[src/rtl/fifo_pkg.sv]
`default_nettype none
// ============================================================================
//  Module      : fifo_pkg
//  Description : Constants and helpers shared by the FIFO and its read-side
//                arbiter, so both agree on word width and read latency.
//  Revision    : 1.0 - initial release
// ============================================================================
package fifo_pkg;

   localparam int DEF_FIFO_DATA_WIDTH = 8;
   localparam int DEF_LATENCY         = 3;

   // Number of bits needed to encode value distinct indices (minimum 1).
   function automatic int clog2(input int value);
      int r;
      r = 1;
      for (int i = 1; i < 31; i++) begin
         if ((1 << i) < value) begin
            r = i + 1;
         end
      end
      return r;
   endfunction

endpackage
`default_nettype wire

[src/rtl/fifo_read_arbiter_if.sv]
`default_nettype none
// ============================================================================
//  Module      : fifo_read_arbiter_if
//  Description : Consumer-side and FIFO-side signals of the read arbiter.
//                master = arbiter view, slave = consumers plus FIFO view.
//  Revision    : 1.0 - initial release
// ============================================================================
interface fifo_read_arbiter_if #(
   parameter int N_REQ           = 4,
   parameter int FIFO_DATA_WIDTH = fifo_pkg::DEF_FIFO_DATA_WIDTH
);

   logic                       enable;
   logic [N_REQ-1:0]           req;
   logic [N_REQ-1:0]           req_mask;
   logic [N_REQ-1:0]           gnt;
   logic                       fifo_read;
   logic                       fifo_empty;
   logic [FIFO_DATA_WIDTH-1:0] fifo_read_data;
   logic [N_REQ-1:0]           rsp_valid;
   logic [FIFO_DATA_WIDTH-1:0] rsp_data;
   logic                       busy;

   modport master (
      input  enable, req, req_mask, fifo_empty, fifo_read_data,
      output gnt, fifo_read, rsp_valid, rsp_data, busy
   );

   modport slave (
      output enable, req, req_mask, fifo_empty, fifo_read_data,
      input  gnt, fifo_read, rsp_valid, rsp_data, busy
   );

endinterface
`default_nettype wire

[src/rtl/fifo_read_arbiter_rr_arbiter.sv]
`default_nettype none
// ============================================================================
//  Module      : rr_arbiter
//  Description : Round-robin picker. Scans elig starting at the pointer,
//                produces a one-hot grant plus its encoded index, and moves
//                the pointer just past the winner when the grant is taken.
//  Revision    : 1.0 - initial release
// ============================================================================
module rr_arbiter #(
   parameter int N   = 4,
   parameter int IDW = 2
) (
   input  wire logic           clk,
   input  wire logic           reset,
   input  wire logic           en_i,
   input  wire logic [N-1:0]   elig_i,
   output logic      [N-1:0]   gnt_o,
   output logic      [IDW-1:0] gnt_id_o
);

   logic [IDW-1:0] ptr_q;
   logic [IDW-1:0] ptr_d;
   logic           found_w;
   logic [IDW-1:0] pick_w;
   logic [IDW-1:0] scan_id_w;
   int             scan_w;

   // Find the first eligible index at or after the pointer, wrapping at N.
   always_comb begin
      found_w   = 1'b0;
      pick_w    = '0;
      scan_w    = 0;
      scan_id_w = '0;
      for (int off = 0; off < N; off++) begin
         scan_w = int'(ptr_q) + off;
         if (scan_w >= N) begin
            scan_w = scan_w - N;
         end
         scan_id_w = IDW'(scan_w);
         if (!found_w && elig_i[scan_id_w]) begin
            found_w = 1'b1;
            pick_w  = scan_id_w;
         end
      end
   end

   // Grant only when the read is actually issued; advance pointer past winner.
   always_comb begin
      gnt_o    = '0;
      gnt_id_o = pick_w;
      ptr_d    = ptr_q;
      if (en_i && found_w) begin
         gnt_o = N'(1) << pick_w;
         if (pick_w == IDW'(N - 1)) begin
            ptr_d = '0;
         end else begin
            ptr_d = pick_w + IDW'(1);
         end
      end
   end

   // Round-robin pointer register.
   always_ff @(posedge clk or posedge reset) begin
      if (reset) begin
         ptr_q <= '0;
      end else begin
         ptr_q <= ptr_d;
      end
   end

endmodule
`default_nettype wire

[src/rtl/fifo_read_arbiter.sv]
`default_nettype none
// ============================================================================
//  Module      : fifo_read_arbiter
//  Description : Shares one FIFO read port among N_REQ consumers. Issues one
//                read per cycle for the round-robin winner, carries the
//                winner's id through a LATENCY-deep tag pipe and returns the
//                word with a one-hot valid.
//  Revision    : 1.0 - initial release
// ============================================================================
module fifo_read_arbiter
   import fifo_pkg::*;
#(
   parameter int N_REQ           = 4,
   parameter int FIFO_DATA_WIDTH = DEF_FIFO_DATA_WIDTH,
   parameter int LATENCY         = DEF_LATENCY
) (
   input  wire logic           clk,
   input  wire logic           reset,
   fifo_read_arbiter_if.master bus
);

   localparam int ID_WIDTH = clog2(N_REQ);

   logic [N_REQ-1:0]                  elig_w;
   logic                              fifo_read_w;
   logic [N_REQ-1:0]                  gnt_w;
   logic [ID_WIDTH-1:0]               gnt_id_w;

   logic [LATENCY-1:0]                tag_vld_q;
   logic [LATENCY-1:0]                tag_vld_d;
   logic [LATENCY-1:0][ID_WIDTH-1:0]  tag_id_q;
   logic [LATENCY-1:0][ID_WIDTH-1:0]  tag_id_d;
   logic [N_REQ-1:0]                  rsp_valid_q;
   logic [N_REQ-1:0]                  rsp_valid_d;
   logic [FIFO_DATA_WIDTH-1:0]        rsp_data_q;
   logic [FIFO_DATA_WIDTH-1:0]        rsp_data_d;

   // Reset gates the strobe so nothing is popped while the pipe is held clear.
   assign elig_w      = bus.req & ~bus.req_mask;
   assign fifo_read_w = bus.enable & ~bus.fifo_empty & (|elig_w) & ~reset;

   rr_arbiter #(
      .N   (N_REQ),
      .IDW (ID_WIDTH)
   ) u_rr_arbiter (
      .clk      (clk),
      .reset    (reset),
      .en_i     (fifo_read_w),
      .elig_i   (elig_w),
      .gnt_o    (gnt_w),
      .gnt_id_o (gnt_id_w)
   );

   // Shift the owner tags alongside the FIFO latency; capture data at the tail.
   always_comb begin
      tag_vld_d    = tag_vld_q;
      tag_id_d     = tag_id_q;
      tag_vld_d[0] = fifo_read_w;
      tag_id_d[0]  = gnt_id_w;
      for (int s = 1; s < LATENCY; s++) begin
         tag_vld_d[s] = tag_vld_q[s-1];
         tag_id_d[s]  = tag_id_q[s-1];
      end
      rsp_valid_d = '0;
      rsp_data_d  = rsp_data_q;
      if (tag_vld_q[LATENCY-1]) begin
         rsp_valid_d = N_REQ'(1) << tag_id_q[LATENCY-1];
         rsp_data_d  = bus.fifo_read_data;
      end
   end

   // Tag pipe and response registers; reset discards anything in flight.
   always_ff @(posedge clk or posedge reset) begin
      if (reset) begin
         tag_vld_q   <= '0;
         tag_id_q    <= '0;
         rsp_valid_q <= '0;
         rsp_data_q  <= '0;
      end else begin
         tag_vld_q   <= tag_vld_d;
         tag_id_q    <= tag_id_d;
         rsp_valid_q <= rsp_valid_d;
         rsp_data_q  <= rsp_data_d;
      end
   end

   assign bus.gnt       = gnt_w;
   assign bus.fifo_read = fifo_read_w;
   assign bus.rsp_valid = rsp_valid_q;
   assign bus.rsp_data  = rsp_data_q;
   assign bus.busy      = |tag_vld_q;

endmodule
`default_nettype wire

[src/flat_wrapper.sv]
// flat-port wrapper written by rule: the top's interface ports become plain ports
module fifo_read_arbiter_flat import fifo_pkg::*;
#(
   parameter int N_REQ           = 4,
   parameter int FIFO_DATA_WIDTH = DEF_FIFO_DATA_WIDTH,
   parameter int LATENCY         = DEF_LATENCY
)
  (clk, reset, bus_enable, bus_req, bus_req_mask, bus_fifo_empty, bus_fifo_read_data, bus_gnt, bus_fifo_read, bus_rsp_valid, bus_rsp_data, bus_busy);
  fifo_read_arbiter_if #(.N_REQ(N_REQ), .FIFO_DATA_WIDTH(FIFO_DATA_WIDTH)) bus_i ();
  input  wire logic clk;
  input  wire logic reset;
  input wire logic [$bits(bus_i.enable)-1:0] bus_enable;
  input wire logic [$bits(bus_i.req)-1:0] bus_req;
  input wire logic [$bits(bus_i.req_mask)-1:0] bus_req_mask;
  input wire logic [$bits(bus_i.fifo_empty)-1:0] bus_fifo_empty;
  input wire logic [$bits(bus_i.fifo_read_data)-1:0] bus_fifo_read_data;
  output wire logic [$bits(bus_i.gnt)-1:0] bus_gnt;
  output wire logic [$bits(bus_i.fifo_read)-1:0] bus_fifo_read;
  output wire logic [$bits(bus_i.rsp_valid)-1:0] bus_rsp_valid;
  output wire logic [$bits(bus_i.rsp_data)-1:0] bus_rsp_data;
  output wire logic [$bits(bus_i.busy)-1:0] bus_busy;
  assign bus_i.enable = bus_enable;
  assign bus_i.req = bus_req;
  assign bus_i.req_mask = bus_req_mask;
  assign bus_i.fifo_empty = bus_fifo_empty;
  assign bus_i.fifo_read_data = bus_fifo_read_data;
  assign bus_gnt = bus_i.gnt;
  assign bus_fifo_read = bus_i.fifo_read;
  assign bus_rsp_valid = bus_i.rsp_valid;
  assign bus_rsp_data = bus_i.rsp_data;
  assign bus_busy = bus_i.busy;
  fifo_read_arbiter #(.N_REQ(N_REQ), .FIFO_DATA_WIDTH(FIFO_DATA_WIDTH), .LATENCY(LATENCY)) u_core (.clk(clk), .reset(reset), .bus(bus_i));
endmodule
[config.mk]
export PLATFORM = sky130hd
export DESIGN_NAME = fifo_read_arbiter_flat
export DESIGN_NICKNAME = d
export VERILOG_FILES = /design/src/rtl/fifo_pkg.sv /design/src/rtl/fifo_read_arbiter_if.sv /design/src/rtl/fifo_read_arbiter_rr_arbiter.sv /design/src/rtl/fifo_read_arbiter.sv /design/src/flat_wrapper.sv
export SDC_FILE = /design/constraint.sdc
export NUM_CORES = 1
export LEC_CHECK = 0
export ABC_AREA = 1
export CORE_MARGIN = 3
export CORE_UTILIZATION = 48
export DETAILED_ROUTE_END_ITERATION = 8
export GPL_ROUTABILITY_DRIVEN = 0
export PLACE_DENSITY = 0.83
export SYNTH_ARGS = -nofsm -noshare
export SYNTH_HDL_FRONTEND = slang
export SYNTH_SLANG_ARGS = --single-unit
[constraint.sdc]
create_clock -name clk -period 5 [get_ports clk]
set_input_delay 1 -clock clk [delete_from_list [all_inputs] [get_ports clk]]
set_output_delay 1 -clock clk [all_outputs]
set_load 0.01 [all_outputs]
==> results.yml, run 1 <==
run_status:
  outcome: "complete, no violations"
final_layout:
  final_cell_mix: "56 x nand2_1, 37 x clkdlybuf4s50_1, 23 x dfrtp_1"
  final_common_cell: "nand2_1"
  area_growth_pct: 36.3
  insertedDiodeCount: 0
  drive_above_1_share_pct: 8.20
  final_nets: 208
floorplanning:
  die_w_um: 54.9
  dieArea_um2: 3020
  die_h_um: 54.9
  io_pins: 38
  rows: 17
  start_util_pct: 51.5
  core-area_um2: 2230
route:
  vias: 1056
  finalWirelength_um: 2670
  routedWlPerCell_um: 12.6
  drt_pre_antenna_iters: 5
  ant_nets: 0
  drcViolationCount: 0
  drt_iter0_markers: 24
  viasPerCell: 5.00
cts:
  clock_sinks: 23
  postCtsSetupBuffers: 0
  root_buffer: "clkbuf_4"
  post_cts_resized: 0
  cts_buffer_depth: 2
  clkLatencyLatePin_ps: 310
  ctsHoldBuffers: 0
  htreeDepth: 1
  numCtsBuffers: 3
  clk_pin_slew_ps: 110
  cts_tree: "done"
synth:
  ys_types: 18
  synth.area.mux_share_pct: 0
  synth-seq-area-share_pct: 50.1
  syn_area_um2: 1150
  synth_top_family_by_area: "simple AND/OR/NAND/NOR gates"
  yosys.area_share.simple_pct: 36.7
  synth_seq_cells: 23
  synth_warnings: 0
  synthXorXnorAreaFrac_pct: 0
  synth_fa_ha_area_share_pct: 4.35
  syn_avg_cell_area_um2: 7.93
  yosysTopAreaCell: "dfrtp_1"
  syn_nets: 169
  synth_area_leaders: "dfrtp_1 50%, nand2_1 18%, nand3_1 6.1%"
  yosys.area.top_type_share_pct: 50.1
  synth-compound-area-share_pct: 1.20
  syn_inst: 145
sta:
  rsz0062_at_grt: "no"
  finalHoldViolations: 0
  period_needed_ps: 4160
  slew_violations: 0
  tightest_slew_ps: 826
  finClkSkew_ps: 13.2
  timing.fmax_mhz: 241
  finalSetupTns_ps: 0
  setup_viol: 0
  relSlewSlack_pct: 44.9
  whs_ps: 361
  fin_crit_sh_pct: 83.2
global_route:
  grt.total_usage_pct: 19.6
  gr-total-overflow: 0
  grt_pass1_wl_um: 4210
  grt_max_degree: 24
  grt_pass1_vias: 988
  antenna_found_initial: 0
run:
  maxCapViolCount: 0
critical_path:
  cp_data_arrival_time_ps: 3160
  crit_type: "in -> out"
  cp-startpoint: "bus_req[2]"
  critPathSlowestCell: "clkdlybuf4s50_1"
  path_max_fanout: 4
  critPathLaunchType: "primary input"
  required_ps: 4000
  reg2reg_from: "u_core.u_rr_arbiter.ptr_q[0]$_DFFE_PP0P_"
  cp_cell_sequence: "clkdlybuf4s50_1 > nand3_1 > nand3_2 > nand2_2 > nand2_2 > nand2_1 > nand2_1 > nand2_1 > nor2_2 > inv_1 > ha_1 > inv_1 > nor2_1 > clkdlybuf4s50_1"
  crit_path_frequent_cell: "nand2_1"
  crit_path_end_kind: "primary output"
  crit_path_max_incr_delay_ps: 520
hold_path:
  worstHoldPathType: "reg -> reg"
  min_from: "u_core.tag_id_d[4]$_DFF_PP0_"
placed_design:
  dpl.hpwl_um: 2140
  io_buffers: 37
pwr:
  vdd_ir_drop_max_mv: 0.280
  cellLeakagePower_uw: 0.000814
  power_density_nw_per_um2: 427
per-layer routing:
metal | global-route usage (%) | part of all wire (%) | vias up
met4 | 6.88 | 1.6 | 0
met1 | 22.7 | 39 | 480
li1 | - | - | 528
met2 | 35.4 | 54 | 40
met3 | 4.02 | 5.7 | 8
met5 | 0 | 0 | -
registers in the layout, indices dropped and copies added, names as in the netlist:
| name | flops |
|---|---|
| u_core.tag_id_q | 2 |
| u_core.bus.rsp_valid | 4 |
| u_core.tag_id_d | 4 |
| u_core.tag_vld_q | 3 |
| u_core.bus.rsp_data | 8 |
| u_core.u_rr_arbiter.ptr_q | 2 |
synthesized netlist by cell type (all sizes together):
cell     n
clkbuf   2
ha       4
nor3     4
dfrtp   23
a22o     1
nor2     9
nand3   17
o21ai    1
buf      1
nand4    3
inv     19
nand2   61
worst max-delay path, delay by kind of cell:
family,cells,cell delay (ps)
simple gates,9,810
fa+ha+maj,1,200
buf+inv,4,1140
cell type report:
type / count / area, µm²
Multi-Input combinational cell: 100 / 485
Clock inverter: 1 / 5.00
Fill cell: 185 / 666
Sequential cell: 23 / 576
Inverter: 19 / 73.8
Timing Repair Buffer: 37 / 370
Tap cell: 28 / 35.0
Clock buffer: 3 / 22.5
worst paths after layout:
path	end	cells past startpoint	slack (ps)
max	bus_gnt[0]	14	840
min	u_core.tag_id_q[4]$_DFF_PP0_	0	360
max reg2reg	u_core.u_rr_arbiter.ptr_q[1]$_DFFE_PP0P_	12	3050
min reg2reg	u_core.tag_id_q[4]$_DFF_PP0_	0	360
max in group asynchronous	u_core.tag_id_q[5]$_DFF_PP0_	2	3320
min in group asynchronous	u_core.tag_id_d[2]$_DFF_PP0_	2	1160
power by group:
group / switching, µW / total, µW / internal (µW)
Combinational: 189 / 316 / 127
Sequential: 38.1 / 269 / 231
Clock: 53.9 / 83.8 / 29.9
per-stage QoR:
step | total power, µW | utilization (%) | area [µm²] | instances | worst slack (ps)
2_1_floorplan | 482 | - | 1150 | 145 | 1950
3_3_place_gp | 567 | 69.0 | 1540 | 207 | 929
3_5_place_dp | 590 | 69.0 | 1540 | 207 | 839
4_1_cts | 672 | 70.2 | 1570 | 211 | 833
5_1_grt | 724 | 70.2 | 1570 | 211 | 661
6_report | 669 | 70.2 | 1570 | 211 | 842
cells by family (layout without fill, tap and decap cells):
family                   Yosys count  count (layout)
flip-flops                        23              23
AO/OA/AOI/OAI                      2               2
AND/OR/NAND/NOR                   94              94
adder cells (fa/ha/maj)            4               4
buffers and inverters             22              60
Note: power is estimated with default switching activity, not from simulation.
==> run 2: changes to the inputs <==
Settings changed: CORE_UTILIZATION 48 to 40, PLACE_DENSITY 0.83 to 0.74.
Clock period 5 ns to 3.7 ns, I/O delays scaled along.
==> results.yml, run 2 (synthesis gave the netlist of run 1 again) <==
global_route:
  grt_pass1_vias: 944
  use_met2_pct: 24.2
  grt.total_usage_pct: 14.9
  grt_max_degree: 24
  grtUsageMet3_pct: 2.83
  grtUsageMet1_pct: 19.8
  top_usage_layer: "met2"
  gr-total-overflow: 0
  grt_pass1_wl_um: 4070
  antenna_found_initial: 0
cts:
  cts_buffer_depth: 2
  numCtsBuffers: 3
  root_buffer: "clkbuf_4"
  clkLatencyLatePin_ps: 300
  clock_sinks: 23
  clk_pin_slew_ps: 120
  post_cts_resized: 0
  postCtsSetupBuffers: 0
  cts_tree: "done"
  ctsHoldBuffers: 0
  htreeDepth: 1
placed_design:
  io_buffers: 37
  placed_area_um2: 1540
  dpl.hpwl_um: 1990
sta:
  finalSetupTns_ps: 0
  setup_viol: 0
  slew_violations: 0
  tightest_slew_ps: 820
  timing.fmax_mhz: 305
  period_needed_ps: 3280
  fin_crit_sh_pct: 88.5
  rsz0062_at_grt: "no"
  finalHoldViolations: 0
  relSlewSlack_pct: 45.3
  finClkSkew_ps: 0.549
pwr:
  power_uw: 899
  power_density_nw_per_um2: 566
  cellLeakagePower_uw: 0.000888
  vdd_ir_drop_max_mv: 0.329
route:
  vias: 1029
  routedWlPerCell_um: 11.4
  drt_pre_antenna_iters: 4
  finalWirelength_um: 2440
  drcViolationCount: 0
  drt_iter0_markers: 45
  viasPerCell: 4.83
  ant_nets: 0
final_layout:
  final_common_cell: "nand2_1"
  n_fill_cell: 234
  final_cell_mix: "55 x nand2_1, 33 x clkdlybuf4s50_1, 23 x dfrtp_1"
  final_area_um2: 1590
  final_nets: 208
  insertedDiodeCount: 0
  utilization_pct: 60.8
  drive_above_1_share_pct: 8.74
  area_growth_pct: 38.1
  multi_input_area_um2: 493
  regArea_um2: 576
  largest_reg_flops: 8
floorplanning:
  die_h_um: 59.6
  core-area_um2: 2610
  dieArea_um2: 3550
  io_pins: 38
  rows: 18
  die_w_um: 59.6
  start_util_pct: 44.0
critical_path:
  crit_type: "in -> out"
  critPathLaunchType: "primary input"
  required_ps: 2960
  cp_data_arrival_time_ps: 2540
  crit_path_end_kind: "primary output"
  r2r_slack_ps: 1780
  path_max_fanout: 4
run_status:
  outcome: "complete, no violations"
run:
  maxCapViolCount: 0
hold_path:
  worstHoldPathType: "reg -> reg"
-- run 2: cell count changes in the layout (fill, tap and decap cells not counted) --
cell,delta
nand2_1,-1
nor2_2,-1
clkdlybuf4s50_1,-4
dlymetal6s2s_1,+4
nand2_2,+1
nor2_4,+1
-- run 2: metrics by stage --
step,cells,hold slack [ps],worst slack [ps]
after detailed placement,209,335,84.9
final,213,361,425
after global placement,209,334,166
after floorplan,145,331,1170
after global routing,213,379,272
after CTS,213,362,78.0
-- run 2: layout make-up --
class | count | share of cell area [%]
flip-flops and latches | 23 | 36.2
multi-input cells | 100 | 31.0
repair buffers | 37 | 24.0
inverters | 19 | 4.65
well taps | 30 | 2.36
clock buffers | 3 | 1.42
clock inverters | 1 | 0.315
-- run 2: worst max-delay path, cell delays in order --
cell and delay (ps):
clkdlybuf4s50_1 500, nand3_1 160, nand2_2 130, nand2_1 60, nand2_1 70, nand2_2 50, nand3_1 80, nand2_1 100
nor2_4 120, inv_1 70, ha_1 190, inv_1 50, nor2_1 40, dlymetal6s2s_1 170
-- run 2: final timing paths --
kind | startpoint | endpoint | cells past startpoint
max reg2reg | u_core.u_rr_arbiter.ptr_q[0]$_DFFE_PP0P_ | u_core.u_rr_arbiter.ptr_q[1]$_DFFE_PP0P_ | 13
min in group asynchronous | reset | u_core.bus.rsp_valid[1]$_DFF_PP0_ | 2
min reg2reg | u_core.tag_id_d[4]$_DFF_PP0_ | u_core.tag_id_q[4]$_DFF_PP0_ | 0
min | u_core.tag_id_d[4]$_DFF_PP0_ | u_core.tag_id_q[4]$_DFF_PP0_ | 0
max | bus_req[3] | bus_gnt[0] | 14
max in group asynchronous | reset | u_core.bus.rsp_data[3]$_DFFE_PP0P_ | 2
-- run 2: per-layer routing --
layer	wire length, µm	part of all wire (%)
met1	1050	43
met2	1210	50
met3	157	6.4
met4	24	0.98
met5	0	0
-- run 2: report_power, final --
part / internal (µW) / switching (µW)
registers: 312 / 50.9
clock network: 40.3 / 69.9
logic: 173 / 253
